## src/rtl/soc_network_adapter_fabric.sv

```systemverilog
// -----------------------------------------------------------------------------
// soc_network_adapter_fabric
//
// NoC-side fabric of the network adapter. Each of CHANNELS physical channels
// is independent and connects MODULES endpoints to the tile router:
//   ingress: router -> FIFO -> class-routed demux -> mod_in[c][*]
//            packets whose class maps to an index >= MODULES are consumed
//            and counted in drop_count[c] (saturating, cleared by drop_clear)
//   egress : mod_out[c][*] -> packet-locked round-robin arbiter -> FIFO -> router
//
// Ports (c = channel, m = module):
//   clk, rst             clock, synchronous active-high reset
//   noc_in_*[c]          flits from router (flit/last/valid in, ready out)
//   noc_out_*[c]         flits to router (flit/last/valid out, ready in)
//   mod_in_*[c][m]       routed flits to modules (flit/last/valid out, ready in)
//   mod_out_*[c][m]      module packets for NoC (flit/last/valid in, ready out)
//   drop_count[c]        16-bit saturating dropped-packet counters
//   drop_clear           clears every drop counter (wins over an increment)
// -----------------------------------------------------------------------------

// Register-array FIFO with first-word-fall-through read port. Push is refused
// when full even if a pop happens in the same cycle, so o_full never depends
// on the consumer.
module soc_network_adapter_fabric_fifo #(
  parameter int W     = 33,
  parameter int DEPTH = 4
) (
  input  logic         clk,
  input  logic         rst,
  input  logic         i_push,
  input  logic [W-1:0] i_data,
  input  logic         i_pop,
  output logic [W-1:0] o_data,
  output logic         o_empty,
  output logic         o_full
);
  localparam int AW = (DEPTH > 1) ? $clog2(DEPTH) : 1;
  localparam logic [AW:0] FULL_CNT = (AW + 1)'(DEPTH);

  logic [W-1:0]  r_mem [DEPTH];
  logic [AW-1:0] r_wptr;
  logic [AW-1:0] r_rptr;
  logic [AW:0]   r_count;
  logic          w_do_push;
  logic          w_do_pop;

  assign o_full    = (r_count == FULL_CNT);
  assign o_empty   = (r_count == '0);
  assign w_do_push = i_push && !o_full;
  assign w_do_pop  = i_pop && !o_empty;
  assign o_data    = r_mem[r_rptr];

  // Storage carries no reset; only the pointers define what is valid.
  always_ff @(posedge clk) begin
    if (w_do_push) begin
      r_mem[r_wptr] <= i_data;
    end
  end

  always_ff @(posedge clk) begin
    if (rst) begin
      r_wptr  <= '0;
      r_rptr  <= '0;
      r_count <= '0;
    end else begin
      if (w_do_push) r_wptr <= r_wptr + 1'b1;
      if (w_do_pop)  r_rptr <= r_rptr + 1'b1;
      case ({w_do_push, w_do_pop})
        2'b10:   r_count <= r_count + 1'b1;
        2'b01:   r_count <= r_count - 1'b1;
        default: r_count <= r_count;
      endcase
    end
  end
endmodule

module soc_network_adapter_fabric #(
  parameter int FLIT_WIDTH  = 32,
  parameter int CHANNELS    = 2,
  parameter int MODULES     = 2,
  parameter int DEPTH       = 4,
  parameter int CLASS_LSB   = 24,
  parameter int CLASS_WIDTH = 3,
  parameter logic [(2**CLASS_WIDTH)*8-1:0] MAPPING = '1
) (
  input  logic                                         clk,
  input  logic                                         rst,
  input  logic [CHANNELS-1:0][FLIT_WIDTH-1:0]          noc_in_flit,
  input  logic [CHANNELS-1:0]                          noc_in_last,
  input  logic [CHANNELS-1:0]                          noc_in_valid,
  output logic [CHANNELS-1:0]                          noc_in_ready,
  output logic [CHANNELS-1:0][FLIT_WIDTH-1:0]          noc_out_flit,
  output logic [CHANNELS-1:0]                          noc_out_last,
  output logic [CHANNELS-1:0]                          noc_out_valid,
  input  logic [CHANNELS-1:0]                          noc_out_ready,
  output logic [CHANNELS-1:0][MODULES-1:0][FLIT_WIDTH-1:0] mod_in_flit,
  output logic [CHANNELS-1:0][MODULES-1:0]             mod_in_last,
  output logic [CHANNELS-1:0][MODULES-1:0]             mod_in_valid,
  input  logic [CHANNELS-1:0][MODULES-1:0]             mod_in_ready,
  input  logic [CHANNELS-1:0][MODULES-1:0][FLIT_WIDTH-1:0] mod_out_flit,
  input  logic [CHANNELS-1:0][MODULES-1:0]             mod_out_last,
  input  logic [CHANNELS-1:0][MODULES-1:0]             mod_out_valid,
  output logic [CHANNELS-1:0][MODULES-1:0]             mod_out_ready,
  output logic [CHANNELS-1:0][15:0]                    drop_count,
  input  logic                                         drop_clear
);
  localparam int MW = (MODULES > 1) ? $clog2(MODULES) : 1;
  localparam logic [7:0]    MOD_LIMIT = 8'(MODULES);
  localparam logic [MW-1:0] LAST_MOD  = MW'(MODULES - 1);

  typedef enum logic {ST_HEADER, ST_BODY}  rx_state_t;
  typedef enum logic {ST_IDLE, ST_LOCKED}  tx_state_t;

  genvar gi, gj;
  generate
    for (gi = 0; gi < CHANNELS; gi++) begin : g_ch
      // ---------------- ingress ----------------
      logic [FLIT_WIDTH:0]    w_in_head;
      logic                   w_in_empty;
      logic                   w_in_full;
      logic                   w_in_pop;
      logic [CLASS_WIDTH-1:0] w_class;
      logic [7:0]             w_map_tgt;
      logic [7:0]             w_tgt;
      logic                   w_drop;
      logic                   w_tgt_ready;
      rx_state_t              r_rx_state;
      logic [7:0]             r_rx_tgt;
      logic                   r_rx_drop;
      logic [15:0]            r_drop_cnt;

      soc_network_adapter_fabric_fifo #(.W(FLIT_WIDTH + 1), .DEPTH(DEPTH)) u_in_fifo (
        .clk     (clk),
        .rst     (rst),
        .i_push  (noc_in_valid[gi]),
        .i_data  ({noc_in_last[gi], noc_in_flit[gi]}),
        .i_pop   (w_in_pop),
        .o_data  (w_in_head),
        .o_empty (w_in_empty),
        .o_full  (w_in_full)
      );

      assign noc_in_ready[gi] = !rst && !w_in_full;

      assign w_class   = w_in_head[CLASS_LSB +: CLASS_WIDTH];
      assign w_map_tgt = MAPPING[{w_class, 3'b000} +: 8];
      // Header flits are steered by their class; body flits follow the
      // decision latched when the header left the FIFO.
      assign w_tgt  = (r_rx_state == ST_BODY) ? r_rx_tgt  : w_map_tgt;
      assign w_drop = (r_rx_state == ST_BODY) ? r_rx_drop : (w_map_tgt >= MOD_LIMIT);

      always_comb begin
        w_tgt_ready = 1'b0;
        for (int m = 0; m < MODULES; m++) begin
          if (w_tgt == 8'(m)) w_tgt_ready = mod_in_ready[gi][m];
        end
      end

      // Dropped flits are consumed without waiting on any module.
      assign w_in_pop = !rst && !w_in_empty && (w_drop || w_tgt_ready);

      for (gj = 0; gj < MODULES; gj++) begin : g_mod_in
        assign mod_in_valid[gi][gj] = !rst && !w_in_empty && !w_drop && (w_tgt == 8'(gj));
        assign mod_in_flit[gi][gj]  = w_in_head[FLIT_WIDTH-1:0];
        assign mod_in_last[gi][gj]  = w_in_head[FLIT_WIDTH];
      end

      always_ff @(posedge clk) begin
        if (rst) begin
          r_rx_state <= ST_HEADER;
          r_rx_tgt   <= '0;
          r_rx_drop  <= 1'b0;
          r_drop_cnt <= '0;
        end else begin
          if (w_in_pop) begin
            if (w_in_head[FLIT_WIDTH]) begin
              r_rx_state <= ST_HEADER;
            end else begin
              r_rx_state <= ST_BODY;
              r_rx_tgt   <= w_tgt;
              r_rx_drop  <= w_drop;
            end
          end
          if (drop_clear) begin
            r_drop_cnt <= '0;
          end else if (w_in_pop && (r_rx_state == ST_HEADER) && w_drop &&
                       (r_drop_cnt != 16'hFFFF)) begin
            r_drop_cnt <= r_drop_cnt + 16'd1;
          end
        end
      end

      assign drop_count[gi] = r_drop_cnt;

      // ---------------- egress ----------------
      tx_state_t           r_tx_state;
      logic [MW-1:0]       r_rr;
      logic [MW-1:0]       r_grant;
      logic [MW-1:0]       w_grant;
      logic [MW-1:0]       w_hi;
      logic [MW-1:0]       w_lo;
      logic                w_hi_found;
      logic                w_lo_found;
      logic                w_sel_valid;
      logic [FLIT_WIDTH:0] w_sel_data;
      logic                w_eg_push;
      logic                w_eg_full;
      logic                w_eg_empty;
      logic [FLIT_WIDTH:0] w_eg_head;

      // Round-robin: the lowest valid index at or above rr wins; otherwise
      // the lowest valid index below rr (wrap-around).
      always_comb begin
        w_hi       = '0;
        w_lo       = '0;
        w_hi_found = 1'b0;
        w_lo_found = 1'b0;
        for (int m = 0; m < MODULES; m++) begin
          if (mod_out_valid[gi][m]) begin
            if (m >= int'(r_rr)) begin
              if (!w_hi_found) begin
                w_hi       = MW'(m);
                w_hi_found = 1'b1;
              end
            end else if (!w_lo_found) begin
              w_lo       = MW'(m);
              w_lo_found = 1'b1;
            end
          end
        end
        if (r_tx_state == ST_LOCKED) w_grant = r_grant;
        else if (w_hi_found)         w_grant = w_hi;
        else if (w_lo_found)         w_grant = w_lo;
        else                         w_grant = r_rr;
      end

      always_comb begin
        w_sel_valid = 1'b0;
        w_sel_data  = '0;
        for (int m = 0; m < MODULES; m++) begin
          if (w_grant == MW'(m)) begin
            w_sel_valid = mod_out_valid[gi][m];
            w_sel_data  = {mod_out_last[gi][m], mod_out_flit[gi][m]};
          end
        end
      end

      for (gj = 0; gj < MODULES; gj++) begin : g_mod_out
        assign mod_out_ready[gi][gj] = !rst && !w_eg_full && (w_grant == MW'(gj));
      end

      assign w_eg_push = !rst && w_sel_valid && !w_eg_full;

      soc_network_adapter_fabric_fifo #(.W(FLIT_WIDTH + 1), .DEPTH(DEPTH)) u_eg_fifo (
        .clk     (clk),
        .rst     (rst),
        .i_push  (w_eg_push),
        .i_data  (w_sel_data),
        .i_pop   (noc_out_valid[gi] && noc_out_ready[gi]),
        .o_data  (w_eg_head),
        .o_empty (w_eg_empty),
        .o_full  (w_eg_full)
      );

      assign noc_out_valid[gi] = !rst && !w_eg_empty;
      assign noc_out_flit[gi]  = w_eg_head[FLIT_WIDTH-1:0];
      assign noc_out_last[gi]  = w_eg_head[FLIT_WIDTH];

      // Grant stays on one module from its first flit until its last flit,
      // so packets from different modules never interleave.
      always_ff @(posedge clk) begin
        if (rst) begin
          r_tx_state <= ST_IDLE;
          r_rr       <= '0;
          r_grant    <= '0;
        end else if (w_eg_push) begin
          if (w_sel_data[FLIT_WIDTH]) begin
            r_tx_state <= ST_IDLE;
            r_rr       <= (w_grant == LAST_MOD) ? '0 : w_grant + 1'b1;
          end else begin
            r_tx_state <= ST_LOCKED;
            r_grant    <= w_grant;
          end
        end
      end
    end
  endgenerate
endmodule

```

## config.mk

```make
export PLATFORM = sky130hd
export DESIGN_NAME = soc_network_adapter_fabric
export DESIGN_NICKNAME = d
export VERILOG_FILES = /design/src/rtl/soc_network_adapter_fabric.sv
export SDC_FILE = /design/constraint.sdc
export NUM_CORES = 1
export LEC_CHECK = 0
export BUFFER_PORTS_ARGS = -buffer_cell sky130_fd_sc_hd__buf_2
export CAP_MARGIN = 20
export CELL_PAD_IN_SITES_DETAIL_PLACEMENT = 0
export CELL_PAD_IN_SITES_GLOBAL_PLACEMENT = 2
export CORE_ASPECT_RATIO = 1.4
export CORE_UTILIZATION = 35
export DETAILED_ROUTE_END_ITERATION = 8
export PLACE_DENSITY = 0.78
export SKIP_CTS_REPAIR_TIMING = 1
export SYNTH_ARGS = -nofsm -noshare
export SYNTH_HDL_FRONTEND = slang
export SYNTH_HIERARCHICAL = 1
export SYNTH_SLANG_ARGS = --single-unit
export TNS_END_PERCENT = 1
```

## constraint.sdc

```tcl
create_clock -name clk -period 4.1 [get_ports clk]
set_input_delay 1.23 -clock clk [delete_from_list [all_inputs] [get_ports clk]]
set_output_delay 1.23 -clock clk [all_outputs]
set_load 0.1 [all_outputs]
```

Word-level counts from Yosys, hierarchy flattened
Memories as Yosys holds them, arrays and structs flattened. A register that Yosys moved wholly into a read port is not among the register bits.
Cells that the tools add are included.

word-level totals
  flip-flop bits (word level) = 86
  memories kept = 4
  bits in writable memories = 528
  bits of input ports = 213
  logic and storage cells = 208
  output and inout port bits = 242

memory list
  memory                   depth  bits a word  rd ports  clocked after memory_dff  write ports  line  source
  g_ch[0].u_eg_fifo.r_mem  4      33           1         1                         1            40    logic [W-1:0] r_mem [DEPTH];
  g_ch[0].u_in_fifo.r_mem  4      33           1         1                         1            40
  g_ch[1].u_eg_fifo.r_mem  4      33           1         1                         1            40
  g_ch[1].u_in_fifo.r_mem  4      33           1         1                         1            40

operators by class
  $add $sub $neg = 20
  equal/unequal tests = 16
  $lt $le $gt $ge = 4
  multiplexer cells = 58
  reductions and logical operators = 70
  bitwise operators = 8
  shift-type cells = 2

operators by type and width
  cell                                                                           count
  64-bit by 7-bit variable part select with 8-bit output (first input constant)  2
  33-bit two-way mux                                                             2
  1-bit two-way mux                                                              42
  1-bit logical AND                                                              40
  16-bit by 1-bit adder with 16-bit output (second input constant)               2
  16-bit != test (second input constant)                                         2
  3-bit one-hot mux with 2 select lines                                          4
  2-bit by 1-bit adder with 2-bit output (second input constant)                 8
  8-bit by 1-bit == test with 1-bit output (second input constant)               2
  8-bit by 2-bit >= comparator with 1-bit output (second input constant)         2
  8-bit zero test                                                                2
  2-bit two-way mux                                                              8
  8-bit two-way mux                                                              2
  3-bit by 1-bit adder with 3-bit output (second input constant)                 4
  3-bit == test (second input constant)                                          4
  3-bit zero test                                                                4
  2-bit AND reduction                                                            6
  3-bit by 1-bit subtractor with 3-bit output (second input constant)            4
  1-bit zero test                                                                11
  2-bit by 1-bit == test with 1-bit output (second input constant)               4
  2-bit == test (second input constant)                                          4
  1-bit NOT                                                                      8
  2-bit nonzero test                                                             4
  1-bit adder (second input constant)                                            2
  other kinds (3)                                                                5

Depth between registers and ports, before layout
  word-level depth = 13
  depth in mapped cells = 13
  depth with buffers taken out = 13

By module
Netlist, hierarchy kept.

by module, submodules not included
  module                           seq. area each (um2)  area each (um2)  instances  cells each
  soc_network_adapter_fabric_fifo  4144.0                5296.3           4          227
  soc_network_adapter_fabric       1161.1                4131.5           1          498

Worst setup path after synthesis
OpenSTA, ideal clock, no wires.

  path kind = input to output
  from = input mod_out_valid[0] (netlist name)
  to = output mod_out_ready[0] (netlist name)
  stages on the path = 5
  path buffers = 2
  arrival = 3.982 ns
  setup slack = -1.112 ns
  data required time = 2.870 ns
  path through = a21boi_0 o31ai_1 clkbuf_1 buf_1 nor3_1

RTL lines
  what                line  source
  start: declaration  102   input logic [CHANNELS-1:0][MODULES-1:0] mod_out_valid,
  end: declaration    103   output logic [CHANNELS-1:0][MODULES-1:0] mod_out_ready,

==> impl_metrics.json <==
{
  "p_leak_nw": 10.50,
  "multi_input_area_um2": 6502,
  "port_buffers": 454,
  "std_cell_rows": 116,
  "layout-drive-gt1-share_pct": 42.53,
  "syn_inst": 1406,
  "ys_seq_elements": 622,
  "regArea_um2": 17740,
  "fin_skew_ns": 0.008919,
  "hpwl_um": 36060,
  "p_sw_mw": 6.429,
  "grt_pass1_vias": 14290,
  "dr.pass1.iters": 5,
  "hold_path_end": "g_ch[1].r_rx_tgt[6]",
  "cts_made_buffers": 60,
  "gp_congestion": 0.7514,
  "cts_buffer_depth": 3,
  "fin_nets": 2074,
  "yosysWarnings": 6,
  "reg2reg_slack_ns": 1.12,
  "wl_per_cell_um": 19.10,
  "placedCellCount": 2717,
  "relSlewSlack_pct": 43.61,
  "hold_depth": 2,
  "synth.area.top_cells": "edfxtp_1, mux4_2, dfxtp_1, mux2_2, buf_4",
  "async_reset_ff_share_pct": 0,
  "p_total_mw": 17.75,
  "tightest_slew_ns": 0.8382,
  "r2r_cells": 12,
  "worstReg2RegEnd": "g_ch[1].u_in_fifo/r_count[2]",
  "final_hold_viol_count": 0,
  "routed_wl_um": 53970,
  "period_share_pct": 93.25,
  "grt_start_max_net_pins": 35,
  "ys.flop_type": "edfxtp_1",
  "power_density_nw_per_um2": 588.9,
  "synth_edf_count": 528,
  "status": "completed",
  "die_area_um2": 73430,
  "slew_viol_final": 0,
  "post_layout_nonfiller_instances": 2825,
  "hp-class": "flop to flop",
  "drt_iter0_markers": 698,
  "power_frac_clock_pct": 30.0,
  "syn_nets": 1645,
  "worst-endpoint-arrival_ns": 2.59,
  "insertion_delay_ns": 0.61,
  "grt_usage_pct": 14.46,
  "dp_slack_ns": 0.3391,
  "io_pins": 455,
  "syn_avg_cell_area_um2": 18.01,
  "pwr-share-comb_pct": 27.8,
  "antenna_left": 0,
  "fin_crit_ns": 3.823,
  "cp-start-kind": "flop",
  "die_y_um": 320.2,
  "via_count": 13740,
  "timing.fmax_ghz": 0.2615,
  "numClockSinks": 622,
  "vdd_drop_max_mv": 0.6011,
  "grt_first_pass_wirelength_um": 82250,
  "crit_path_max_fanout": 17,
  "root_buffer": "clkbuf_16",
  "path_clk_slew_ns": 0.06,
  "ys_types": 57,
  "route.detailed.drc": 0,
  "cts-htree-levels": 2,
  "antenna_found_initial": 0,
  "synth.largest_area_cell": "edfxtp_1",
  "timing.rr.start": "g_ch[1].r_rx_tgt[4]",
  "start_util_pct": 35.38,
  "setup_viol": 0,
  "synth.cell_area_um2": 25320,
  "critPathKind": "flop to output port",
  "p_seq_share_pct": 42.2,
  "setup_slack_ns": 0.2766,
  "setup_tns_ns": 0,
  "fin_util_pct": 42.12,
  "swShare_pct": 36.22,
  "p_int_mw": 11.32,
  "rsz0062_at_grt": "no",
  "cp_data_required_time_ns": 2.87,
  "hp-start": "g_ch[1].r_rx_tgt[6]",
  "tritoncts": "yes",
  "grt_overflow": 0,
  "yosys.area.top_type_share_pct": 62.63,
  "core-area_um2": 71550,
  "fp.dieW_um": 229.3,
  "ys_seq_area_share_pct": 70.06,
  "fillers": 6473,
  "antenna_cells": 0,
  "endpoint_kind": "output port",
  "cap_violations": 0,
  "viasPerCell": 4.863,
  "area.growth.synth_to_final_pct": 19.05
}
power groups by stage:
stage | logic (mW) | registers (mW) | clock network [mW]
CTS | 4.99 | 7.50 | 5.51
detailed placement | 4.98 | 7.63 | 0
floorplan | 4.36 | 7.57 | 0
finish | 4.93 | 7.49 | 5.32
global route | 5.14 | 7.53 | 5.72
global placement | 4.95 | 7.61 | 0
layout make-up:
class / instances / area share [%]
tap: 944 / 3.919
timing repair buffer: 495 / 8.917
clock inverter: 36 / 1.034
inverter: 39 / 0.4857
multi-input combinational: 617 / 21.58
sequential: 622 / 58.87
clock buffer: 72 / 5.202
layer usage:
| layer | up-vias | share of wire, % | global-route usage (%) |
|---|---|---|---|
| met3 | 80 | 3.6 | 2.151 |
| met2 | 314 | 53 | 26.66 |
| li1 | 6344 | - | - |
| met4 | 0 | 2.5 | 4.622 |
| met1 | 6999 | 40 | 17.16 |
| met5 | - | 0 | 0 |
worst max path at each step:
stage                             start                           end  slack (ns)  depth (start not counted)
floorplan                           rst               mod_in_valid[0]       -0.44                          4
global placement                    rst  g_ch[1].u_eg_fifo/r_count[2]        0.34                         14
detailed placement                  rst  g_ch[1].u_eg_fifo/r_count[2]        0.34                         14
CTS                                flop               mod_in_flit[78]        0.14                          3
global route        g_ch[1].r_rx_tgt[4]               mod_in_valid[3]        0.08                          5
finish                             flop              mod_in_flit[111]        0.28                          3
synth_stat cells, types with 3 or more instances:
library cell and instances:
edfxtp_1 528, mux4_2 120, dfxtp_1 94, nor2_1 81, mux2_2 69, buf_4 66
a21oi_1 44, inv_1 39, nand2_1 30, clkbuf_1 24, o21ai_0 23, and2_1 22
ha_1 22, or3_1 21, or4_1 18, nand3_1 17, o31ai_1 15, nand2b_1 14
buf_2 13, buf_12 12, mux4_1 12, xor2_1 12, mux2i_1 11, nand4_1 10
buf_1 8, nor3_1 8, nor4_1 8, buf_6 5, o211ai_1 5, and4_1 4
fa_1 4, nor2_2 4, nor3_2 4, nor3b_2 4, o31ai_2 4, a211oi_1 3
or2_2 3
flip-flops by register name, indices dropped and copies added, names as in the netlist, named ones only:
register and flops:
g_ch.u_in_fifo/r_mem 264, g_ch.r_tx_state 2, g_ch.u_eg_fifo/r_count 6, g_ch.r_rx_drop 2
g_ch.u_eg_fifo/r_mem 264, g_ch.u_eg_fifo/r_wptr 4, g_ch.u_in_fifo/r_count 6, g_ch.r_rx_tgt 16
g_ch.r_grant 2, g_ch.r_drop_cnt 32, g_ch.u_eg_fifo/r_rptr 4, g_ch.u_in_fifo/r_rptr 4
g_ch.r_rr 2, g_ch.r_rx_state 2, g_ch.u_in_fifo/r_wptr 4
cell families after synthesis:
kind of cell	count (synthesis)	synth area share [%]
XOR/XNOR	12	0.4151
adder cells (fa/ha/maj)	26	1.404
AND/OR/NAND/NOR	256	5.471
flip-flops	622	70.06
multiplexers	212	15.42
buffers and inverters	167	4.438
AO/OA/AOI/OAI	111	2.787
stage by stage:
step                hold slack, ns  area, um2
finish                      0.4614      30140
global route                0.5039      30140
CTS                         0.4660      30140
detailed placement          0.4509      28260
global placement            0.4410      28260
floorplan                   0.4313      25330
cells in the final DEF, fill, tap and decap left out, types with 5 or more instances in the layout:
cell type    n
and2_1      20
or4_1       18
clkinv_2     7
inv_1       39
a21oi_1     44
edfxtp_1   528
nand2b_1    14
nand3_1     17
mux2_2      69
xor2_1      12
or3_1       21
buf_12       8
dfxtp_1     90
mux2i_1     11
nand2_1     30
mux4_2     120
nor2_1      81
ha_1        22
buf_2      451
o211ai_1     5
o21ai_0     23
mux4_1      12
clkbuf_1    11
buf_4       36
nor3_1       6
nor3_2       6
clkbuf_16   61
bufinv_16    5
o31ai_1     13
nand4_1     10
nor4_1       7
clkinv_1    13
worst max-delay path: stages, from the launching register on:
cell	delay, ns
dfxtp_2	0.73
buf_4	0.36
mux4_2	0.57
buf_2	0.32
(Power assumes the default switching activity.)
